`src/rtl/apb_pkg.sv`:
```
// Shared APB definitions: FSM state encoding and address-field geometry.
package apb_pkg;

  typedef enum logic [1:0] {
    IDLE   = 2'b00,
    SETUP  = 2'b01,
    ACCESS = 2'b10
  } apb_state_e;

  localparam int APB_ADDR_W     = 32;
  localparam int APB_DATA_W     = 32;
  localparam int APB_PSEL_W     = 3;
  localparam int APB_BYTE_OFS_W = 2;
  // Top bit of the 4 KiB slave window; higher address bits are ignored.
  localparam int APB_WINDOW_MSB = 11;
  localparam int WAIT_CTR_W     = 3;

endpackage

```
`src/rtl/apb_wait_ctr.sv`:
```
// Loadable down-counter with zero flag, used to stretch the APB access phase.
module apb_wait_ctr
  import apb_pkg::*;
#(
  parameter int W = WAIT_CTR_W
) (
  input  logic         hclk,
  input  logic         hreset,
  input  logic         load,
  input  logic [W-1:0] load_val,
  input  logic         dec,
  output logic [W-1:0] count,
  output logic         zero
);

  // Saturates at zero so a stray decrement never wraps.
  always_ff @(posedge hclk or posedge hreset) begin
    if (hreset) begin
      count <= '0;
    end else if (load) begin
      count <= load_val;
    end else if (dec && (count != '0)) begin
      count <= count - 1'b1;
    end
  end

  assign zero = (count == '0);

endmodule

```
`src/rtl/apb_slave_regfile.sv`:
```
// APB slave exposing DEPTH 32-bit registers, with optional wait states and
// out-of-range error reporting.
module apb_slave_regfile
  import apb_pkg::*;
#(
  parameter int SLV_IDX     = 0,
  parameter int WAIT_STATES = 0,
  parameter int DEPTH       = 16
) (
  input  logic                  hclk,
  input  logic                  hreset,
  input  logic [APB_PSEL_W-1:0] psel,
  input  logic                  penable,
  input  logic                  pwrite,
  input  logic [APB_ADDR_W-1:0] paddr,
  input  logic [APB_DATA_W-1:0] pwdata,
  output logic [APB_DATA_W-1:0] prdata,
  output logic                  pready,
  output logic                  pslverr
);

  localparam int IDX_W     = $clog2(DEPTH);
  localparam int FIELD_LSB = IDX_W + APB_BYTE_OFS_W;
  // The first penable cycle is spent in SETUP, so ACCESS needs one fewer stall.
  localparam int WS_M1     = (WAIT_STATES == 0) ? 0 : WAIT_STATES - 1;
  localparam logic [WAIT_CTR_W-1:0] WS_LOAD = WS_M1[WAIT_CTR_W-1:0];

  apb_state_e state, next_state;

  logic                                sel;
  logic [APB_WINDOW_MSB:APB_BYTE_OFS_W] addr_q, xfer_addr;
  logic [APB_DATA_W-1:0]               wdata_q, xfer_wdata;
  logic                                write_q, xfer_write;
  logic [IDX_W-1:0]                    xfer_idx;
  logic                                xfer_err;
  logic                                wr_en, rd_en;
  logic [APB_DATA_W-1:0]               rd_data, prdata_q;
  logic [APB_DATA_W-1:0]               regs [DEPTH];
  logic                                ctr_load, ctr_zero;
  logic [WAIT_CTR_W-1:0]               ctr_count;
  logic                                unused_bits;

  assign sel = psel[SLV_IDX];

  apb_wait_ctr #(.W(WAIT_CTR_W)) u_wait_ctr (
    .hclk     (hclk),
    .hreset   (hreset),
    .load     (ctr_load),
    .load_val (WS_LOAD),
    .dec      (!ctr_load),
    .count    (ctr_count),
    .zero     (ctr_zero)
  );

  always_ff @(posedge hclk or posedge hreset) begin
    if (hreset) begin
      state <= IDLE;
    end else begin
      state <= next_state;
    end
  end

  // A zero-wait transfer completes while still in SETUP, so pready follows
  // the live bus there and the master sees it in its first penable cycle.
  always_comb begin
    next_state = state;
    ctr_load   = 1'b0;
    pready     = 1'b0;
    unique case (state)
      IDLE: begin
        if (sel && !penable) next_state = SETUP;
      end
      SETUP: begin
        if (!sel) begin
          next_state = IDLE;
        end else if (penable) begin
          if (WAIT_STATES == 0) begin
            pready     = 1'b1;
            next_state = IDLE;
          end else begin
            ctr_load   = 1'b1;
            next_state = ACCESS;
          end
        end
      end
      ACCESS: begin
        if (!sel || !penable) begin
          next_state = IDLE;
        end else if (ctr_zero) begin
          pready     = 1'b1;
          next_state = IDLE;
        end
      end
      default: next_state = IDLE;
    endcase
  end

  always_ff @(posedge hclk or posedge hreset) begin
    if (hreset) begin
      addr_q  <= '0;
      wdata_q <= '0;
      write_q <= 1'b0;
    end else if ((state == SETUP) && sel && penable) begin
      addr_q  <= paddr[APB_WINDOW_MSB:APB_BYTE_OFS_W];
      wdata_q <= pwdata;
      write_q <= pwrite;
    end
  end

  assign xfer_addr  = (state == SETUP) ? paddr[APB_WINDOW_MSB:APB_BYTE_OFS_W] : addr_q;
  assign xfer_wdata = (state == SETUP) ? pwdata : wdata_q;
  assign xfer_write = (state == SETUP) ? pwrite : write_q;
  assign xfer_idx   = xfer_addr[FIELD_LSB-1:APB_BYTE_OFS_W];
  assign xfer_err   = |xfer_addr[APB_WINDOW_MSB:FIELD_LSB];

  assign pslverr = pready && xfer_err;
  assign wr_en   = pready && xfer_write && !xfer_err;
  assign rd_en   = pready && !xfer_write;
  assign rd_data = xfer_err ? '0 : regs[xfer_idx];

  always_ff @(posedge hclk or posedge hreset) begin
    if (hreset) begin
      for (int i = 0; i < DEPTH; i++) regs[i] <= '0;
    end else if (wr_en) begin
      regs[xfer_idx] <= xfer_wdata;
    end
  end

  // prdata is live during a read completion and holds its value otherwise.
  always_ff @(posedge hclk or posedge hreset) begin
    if (hreset) begin
      prdata_q <= '0;
    end else if (rd_en) begin
      prdata_q <= rd_data;
    end
  end

  assign prdata = rd_en ? rd_data : prdata_q;

  assign unused_bits = ^{psel, paddr[APB_ADDR_W-1:APB_WINDOW_MSB+1],
                         paddr[APB_BYTE_OFS_W-1:0], ctr_count};

endmodule

```
`config.mk`:
```
export PLATFORM = sky130hd
export DESIGN_NAME = apb_slave_regfile
export DESIGN_NICKNAME = d
export VERILOG_FILES = /design/src/rtl/apb_pkg.sv /design/src/rtl/apb_wait_ctr.sv /design/src/rtl/apb_slave_regfile.sv
export SDC_FILE = /design/constraint.sdc
export NUM_CORES = 1
export LEC_CHECK = 0
export ABC_CLOCK_PERIOD_IN_PS = 51800
export CORE_MARGIN = 10
export CORE_UTILIZATION = 50
export DETAILED_ROUTE_END_ITERATION = 10
export HOLD_SLACK_MARGIN = 0.06
export PLACE_DENSITY = 0.79
export SYNTH_ARGS = -nofsm -noshare
export SYNTH_HDL_FRONTEND = slang
export SYNTH_SLANG_ARGS = --single-unit
```
`constraint.sdc`:
```
create_clock -name hclk -period 51.8 [get_ports hclk]
set_clock_uncertainty 0.05 [all_clocks]
set_input_delay 7.77 -clock hclk [delete_from_list [all_inputs] [get_ports hclk]]
set_output_delay 7.77 -clock hclk [all_outputs]
set_load 0.01 [all_outputs]
```
# After elaboration in Yosys (flattened, before gate mapping)
# Cells that the tools add are included.
# Widths: inputs -> output; s select.
# word_totals
ff_bits	592
input_bits	71
out_inout_bits	34
# classes
addsub	1
n_lt_le_gt_ge	2
n_eq_ne	5
mux	22
bitwise	1
reduce_logical	18
# ops
op	n
$bwmux 512	1
$mux 32	6
$bmux 32 s4	1
$demux 32 s4	1
$mux 10	1
$mux 2	5
$logic_and 1x1->1	8
$ne 3x3->1 const B	2
$pmux 2 s3	1
$reduce_or 6->1	1
$ge 5x5->1 const B	1
$lt 5x1->1 const B	1
$mux 1	5
$not 4->5	1
$logic_not 1->1	4
$logic_not 3->1	1
$reduce_and 3->1	1
$reduce_bool 3->1	1
$sub 3x1->3 const B	1
$eq 2x1->1 const B	1
$eq 2x2->1 const B	1
$logic_not 2->1	1
$ne 2x2->1 const B	1
$pmux 1 s2	1
$logic_or 1x1->1	1

# Longest topological paths before layout
# Gate-level depths: netlist (run 1).
# logic_depth
ltp_word	8
ltp_mapped	10
depth_no_buf	6

# Worst setup path after synthesis (run 1)
# Ideal clock, no wire load.
# synth_path
path_type	input -> output
from	input port paddr[3]
to	output port prdata[0]
t_arrival_ns	9.357
t_required_ns	43.980
path_slack_ns	34.623
path_stages	8
path_buffers	3
cell_sequence	nand3b_1 and2_1 buf_2 buf_2 buf_1 o2111ai_1 a22o_1 o31ai_1
# synth_via
elab_chain_len	7
# synth_rtl
item	line	source
from (decl)	apb_slave_regfile.sv:15	input logic [APB_ADDR_W-1:0] paddr,
$mux 10	apb_slave_regfile.sv:110	assign xfer_addr = (state == SETUP) ? paddr[APB_WINDOW_MSB:APB_BYTE_OFS_W] : addr_q;
$not 4->5 (not written as such)	apb_slave_regfile.sv:119	assign rd_data = xfer_err ? '0 : regs[xfer_idx];
$bmux 32 s4	apb_slave_regfile.sv:119	
$mux 32 (not written as such) (2 in series)	apb_slave_regfile.sv:119	
$mux 32	apb_slave_regfile.sv:119	
$mux 32	-	
to (decl)	apb_slave_regfile.sv:17	output logic [APB_DATA_W-1:0] prdata,
# Every way passes these cells. The select of a mux whose other input is x is not followed.

# Worst setup path after layout (run 1)
# layout_path
from	input port paddr[2]
to	output port prdata[19]
# Same word-level chain as after synthesis.

==> results_dict.tcl, run 1 <==
set metrics [dict create \
    synth_edf_count 0 \
    postCtsHoldBufs 0 \
    worstSetupStartpointType "input port" \
    antenna_cells 0 \
    max_freq_mhz 49.8 \
    yosys.cell_types.count 40 \
    route.vias.total 22200 \
    max_cap_viol_count 0 \
    worst_setup_path_startpoint "paddr[2]" \
    finish.net_count 2731 \
    finalSetupTns_ns 0 \
    synthesis.area_um2 27600 \
    synth_top_area_share_pct 53.3 \
    drt_first_iter_violations 2613 \
    grt_remaining_overflow 0 \
    drv_slew 0 \
    cts.sinks 587 \
    max_slew.worst_pin.slew_ns 1.32 \
    cts_max_level 2 \
    die_height_um 255 \
    synth_mux_area_share_pct 2.88 \
    first_global_vias 22500 \
    multi_input_comb_area_um2 11500 \
    synth_xor_area_share_pct 0 \
    antenna_found_initial 0 \
    cellPowerDensity_nw_per_um2 38.8 \
    clockBufferDepth 3 \
    clock_tree_from_tritoncts "built" \
    post-route-min-period_ns 20.10 \
    finalSetupViolCount 0 \
    dominant_combinational_cell_family_by_area_after_synthesis "compound AO/OA/AOI/OAI gates" \
    global_route.usage.total_pct 25.3 \
    ys_seq_area_share_pct 53.3 \
    cts.clk_slew.worst_paths_ns 0.06 \
    wl_per_cell_um 24.4 \
    worst_ep_arrival_time_ns 12.28 \
    endpoint_kind "primary output" \
    synth_simple_gate_area_share_pct 9.84 \
    synth_adder_area_share_pct 0 \
    ys_async_sr_fraction_pct 100 \
    syn_to_final_growth_pct 10.9 \
    relSlewSlack_pct 10.2 \
    register_area_um2 14700 \
    place.gp.congestion 0.803 \
    fillerInstances 4467 \
    worst_ir_drop_vdd_v 0.0000227 \
    drt_pre_antenna_iters 5 \
    die_x_um 255 \
    final.period_utilization_pct 38.8 \
    ys_warn_count 0 \
    initial_utilization_pct 50.8 \
    worst_skew_pair.late_latency_ns 0.63 \
    grt_start_max_net_pins 176 \
    finalHoldViolCount 0 \
    postSynthRegisterBits 587 \
    cts_inserted_buffers 58 \
    worstPathMaxFanout 78 \
    setup_repair_bufs_after_cts 0 \
    postCtsResizedCells 0 \
    drc 0 \
    buffer_ports.inserted 80 \
    share_of_final_layout_standard_cells_stronger_than_drive_strength_1_pct 18.3 \
    post_synth_main_area_contributors "sky130_fd_sc_hd__dfrtp_1 53%, sky130_fd_sc_hd__a21oi_1 10%, sky130_fd_sc_hd__a21oi_2 7.0%, sky130_fd_sc_hd__nor2_1 6.9%, sky130_fd_sc_hd__a21o_1 5.3%" \
    mostFrequentLayoutCells "586 x sky130_fd_sc_hd__dfrtp_1, 547 x sky130_fd_sc_hd__a21oi_1, 504 x sky130_fd_sc_hd__nor2_1" \
    status "complete, no violations" \
    floorplan.io_pins 105 \
    clock-root-buffer "sky130_fd_sc_hd__clkbuf_16" \
    final_core_utilization_pct 56.3 \
    leakagePower_nw 13.8 \
    std_cell_rows 85 \
    post_synth_inst_count 2718 \
    post-synth-top-area-cell "sky130_fd_sc_hd__dfrtp_1" \
    synth_compound_gate_area_share_pct 28.6 \
    vias_per_cell 6.51 \
    grt_setup_unrepaired "no" \
    reg2reg_from "state[0]" \
    mostFrequentLayoutCell "sky130_fd_sc_hd__dfrtp_1" \
    dieArea_um2 64900 \
    crit_type "in2out" \
    min_path_type "reg2reg" \
    avgSynthCellArea_um2 10.1 \
    floorplan.core_area_um2 54200 \
    hpwl_detailed_um 42800 \
    holdCritStartpoint "prdata_q[0]" \
    route.final.wire_length_um 83000 \
    grt_pass1_wl_um 128000 \
    syn-num-nets 2789 \
    worstPathRequired_ns 43.98 \
    synth_ff_type "sky130_fd_sc_hd__dfrtp_1" \
    route.antenna.remaining_nets 0 \
]
[power breakdown]
part / switching [W] / leakage [nW] / internal (W)
clock: 0.000181 / 1.03 / 0.000276
sequential: 0.0000101 / 8.09 / 0.000476
combinational: 0.000153 / 4.70 / 0.0000893
[layout make-up]
type	count	area share, %
well taps	696	2.85
multi-input cells	1859	37.7
clock buffers	89	5.96
flip-flops and latches	587	48.1
inverters	2	0.0491
clock inverters	18	0.897
repair buffers	152	4.47
[critical path: stages]
cell and delay [ns]:
sky130_fd_sc_hd__clkdlybuf4s50_1 0.60, sky130_fd_sc_hd__or3b_4 0.17, sky130_fd_sc_hd__buf_4 0.87, sky130_fd_sc_hd__buf_4 0.77
sky130_fd_sc_hd__a21oi_1 0.16, sky130_fd_sc_hd__nor4_1 0.34, sky130_fd_sc_hd__o22ai_1 0.18, sky130_fd_sc_hd__o31ai_1 0.68
sky130_fd_sc_hd__clkdlybuf4s50_1 0.68
[routing by layer]
| layer | vias to the layer above | global-route usage (%) | routed length (µm) |
|---|---|---|---|
| met1 | 11000 | 31.2 | 32000 |
| met2 | 1297 | 41.2 | 38900 |
| met5 | - | 0 | 0 |
| met3 | 303 | 5.71 | 8200 |
| li1 | 9527 | - | - |
| met4 | 0 | 13.0 | 3850 |
[flip-flops by register name, indices dropped and copies added, names as in the netlist]
name      cells
regs        512
prdata_q     32
wdata_q      32
addr_q       10
state         1
[cell usage after synthesis (16+ instances only)]
cell,n
sky130_fd_sc_hd__dfrtp_1,587
sky130_fd_sc_hd__a21oi_1,548
sky130_fd_sc_hd__nor2_1,504
sky130_fd_sc_hd__a21oi_2,221
sky130_fd_sc_hd__a21o_1,193
sky130_fd_sc_hd__clkbuf_1,162
sky130_fd_sc_hd__nor4_1,64
sky130_fd_sc_hd__o2111ai_1,64
sky130_fd_sc_hd__buf_6,51
sky130_fd_sc_hd__mux2_2,42
sky130_fd_sc_hd__buf_2,37
sky130_fd_sc_hd__nand2_1,34
sky130_fd_sc_hd__a22o_1,32
sky130_fd_sc_hd__mux2i_1,32
sky130_fd_sc_hd__o22ai_1,32
sky130_fd_sc_hd__o31ai_1,32
sky130_fd_sc_hd__a2111oi_4,16
[cells by family (layout without fill, tap and decap cells)]
| group | after synthesis | in the layout |
|---|---|---|
| AO/OA/AOI/OAI | 1144 | 1144 |
| AND/OR/NAND/NOR | 641 | 641 |
| flip-flops | 587 | 587 |
| buffers and inverters | 272 | 261 |
| multiplexers | 74 | 74 |
[through the flow]
stage          area [µm²]  hold WS [ns]  total power [W]  instances  worst slack, ns
6_report            30600         0.430          0.00118       3403            31.70
5_1_grt             30600         0.452          0.00122       3403            31.65
4_1_cts             30600         0.440          0.00118       3403            31.82
3_5_place_dp        28500         0.421         0.000730       3296            31.84
3_3_place_gp        28500         0.419         0.000723       3296            31.86
2_1_floorplan       27600         0.430         0.000657       2718            27.55
[path summary, 6_finish.rpt]
path | slack, ns | endpoint | depth (start not counted)
min in group asynchronous | 7.62 | regs[485] | 2
worst min register to register | 0.43 | prdata_q[0] | 2
worst max register to register | 47.04 | regs[278] | 9
worst max-delay path | 31.70 | prdata[19] | 9
worst min-delay path | 0.43 | prdata_q[0] | 2
max in group asynchronous | 39.85 | regs[367] | 6
Note: power is estimated with default switching activity, not from simulation.
==> run 2, diff against run 1 <==
ABC_CLOCK_PERIOD_IN_PS = 17850   (was 51800)
PLACE_DENSITY = 0.82   (was 0.79)
clock period = 17.85 ns   (was 51.8 ns; I/O delays follow)
==> run 2 against run 1 <==
Effect of this change:
- sequential cell count did not move
- register-to-register slack got worse by 34 ns
- final area decreased by 0.64%
- combinational power increased to 2.9 times the previous value
- clock-buffer cell count decreased by 4
- critical path type unchanged
- critical endpoint is now prdata[28]
- largest cell class unchanged
==> results_dict.tcl, run 2 (same netlist as run 1, synthesis figures left out) <==
set metrics [dict create \
    post-route-min-period_ns 10.14 \
    floorplan.io_pins 105 \
    registers.top_by_ff_count "regs" \
    largest_registers_ranked_by_flip_flop_count "regs (512), prdata_q (32), wdata_q (32)" \
    clock_tree_from_tritoncts "built" \
    combinational_share_of_power_pct 20.8 \
    min_path_type "reg2reg" \
    power.switching_fraction_pct 29.1 \
    die_height_um 255 \
    die_x_um 255 \
    vias_per_cell 6.59 \
    place.gp.congestion 0.811 \
    route.final.wire_length_um 82300 \
    drc 0 \
    leakagePower_nw 13.7 \
    design_area_um2 30400 \
    worst_setup_path_startpoint "paddr[2]" \
    buffer_ports.inserted 80 \
    power.sequential.fraction_pct 41.9 \
    cts_inserted_buffers 56 \
    share_of_final_layout_standard_cells_stronger_than_drive_strength_1_pct 17.9 \
    route.antenna.remaining_nets 0 \
    cp_slowest_cell "sky130_fd_sc_hd__o31ai_1" \
    grt_start_max_net_pins 177 \
    postCtsResizedCells 0 \
    first_global_vias 22500 \
    crit_path_max_incr_delay_ns 0.91 \
    relSlewSlack_pct 11.0 \
    critical_path.cell_chain "clkdlybuf4s50_1, nand3b_1, buf_4, buf_4, a21oi_1, nor4_1, o22ai_1, o31ai_1, clkdlybuf4s50_1" \
    finalSetupViolCount 0 \
    finalSetupTns_ns 0 \
    clockBufferDepth 3 \
    worst_ep_arrival_time_ns 7.41 \
    initial_utilization_pct 50.8 \
    status "complete, no violations" \
    route.vias.total 22300 \
    worst_ir_drop_vdd_v 0.0000782 \
    max_slew.worst_pin.slew_ns 1.33 \
    mostFrequentLayoutCells "586 x sky130_fd_sc_hd__dfrtp_1, 547 x sky130_fd_sc_hd__a21oi_1, 504 x sky130_fd_sc_hd__nor2_1" \
    finish.net_count 2726 \
    worstSetupStartpointType "input port" \
    drt_pre_antenna_iters 6 \
    cts_max_level 2 \
    wl_per_cell_um 24.3 \
    finalHoldViolCount 0 \
    dpl-instance-area_um2 28400 \
    max_cap_viol_count 0 \
    cts.clk_slew.worst_paths_ns 0.06 \
    global_route.usage.total_pct 25.0 \
    antenna_found_initial 0 \
    grt_pass1_wl_um 128000 \
    grt_setup_unrepaired "no" \
    std_cell_rows 85 \
    max_freq_mhz 98.6 \
    worst_skew_pair.late_latency_ns 0.61 \
    dp.cells 3293 \
    fillerInstances 4322 \
    final.period_utilization_pct 56.8 \
    layout.cells.non_filler 3390 \
    cts.sinks 587 \
    worstPathMaxFanout 67 \
    holdCritStartpoint "prdata_q[1]" \
    p_int_w 0.00239 \
    crit_type "in2out" \
    hpwl_detailed_um 42800 \
    dieArea_um2 64900 \
    setup_repair_bufs_after_cts 0 \
    drv_slew 0 \
    postCtsHoldBufs 0 \
    syn_to_final_growth_pct 10.2 \
    floorplan.core_area_um2 54200 \
    cellPowerDensity_nw_per_um2 111 \
    grt_remaining_overflow 0 \
    switchingPower_w 0.000979 \
    endpoint_kind "primary output" \
    reg2reg_from "state[0]" \
    drt_first_iter_violations 2682 \
    max_reg_flops 512 \
    mostFrequentLayoutCell "sky130_fd_sc_hd__dfrtp_1" \
    clock-root-buffer "sky130_fd_sc_hd__clkbuf_16" \
    final.hold.worst_slack_ns 0.430 \
    antenna_cells 0 \
    share_of_total_power_in_the_clock_network_pct 37.2 \
    worstPathRequired_ns 15.12 \
]
run 2: area by class of cell:
cell class / count / area, µm² / area share, %
flip-flops and latches: 587 / 14700 / 48.4
multi-input cells: 1859 / 11500 / 38.0
clock buffers: 85 / 1720 / 5.67
repair buffers: 149 / 1330 / 4.38
well taps: 696 / 871 / 2.87
clock inverters: 12 / 210 / 0.692
inverters: 2 / 11.3 / 0.0371
run 2: metrics by stage:
step	power (W)	setup WS, ns	util [%]
5_1_grt	0.00347	7.61	56.0
3_3_place_gp	0.00209	8.02	52.4
3_5_place_dp	0.00211	8.03	52.4
6_report	0.00337	7.71	56.0
2_1_floorplan	0.00191	7.12	-
4_1_cts	0.00335	8.03	56.0
run 2: worst max-delay path: cells and delay by family:
| family | cells | cell delay [ns] |
|---|---|---|
| buf+inv | 4 | 2.94 |
| compound gates | 3 | 1.18 |
| simple gates | 2 | 0.50 |
run 2: worst paths after layout:
kind                                    end  slack, ns  cells past startpoint
worst max-delay path             prdata[28]       7.71                      9
worst min-delay path            prdata_q[1]       0.43                      2
worst max register to register    regs[476]      13.28                      7
worst min register to register  prdata_q[1]       0.43                      2
max in group asynchronous         regs[144]      11.24                      6
min in group asynchronous         regs[385]       2.44                      2
run 2: metal layers:
| layer | wire length [µm] | GRT usage, % | share of wire [%] | vias up |
|---|---|---|---|---|
| li1 | - | - | - | 9517 |
| met1 | 31000 | 30.8 | 38 | 11100 |
| met2 | 38600 | 40.5 | 47 | 1428 |
| met3 | 8720 | 6.09 | 11 | 326 |
| met4 | 3990 | 12.8 | 4.8 | 0 |
| met5 | 0 | 0 | 0 | - |
run 2: power by group through the flow:
stage	registers (W)	clock network [W]	logic, W
finish	0.00141	0.00125	0.000702
CTS	0.00141	0.00126	0.000685
global placement	0.00143	0	0.000662
global route	0.00142	0.00131	0.000743
detailed placement	0.00143	0	0.000679
floorplan	0.00143	0	0.000479
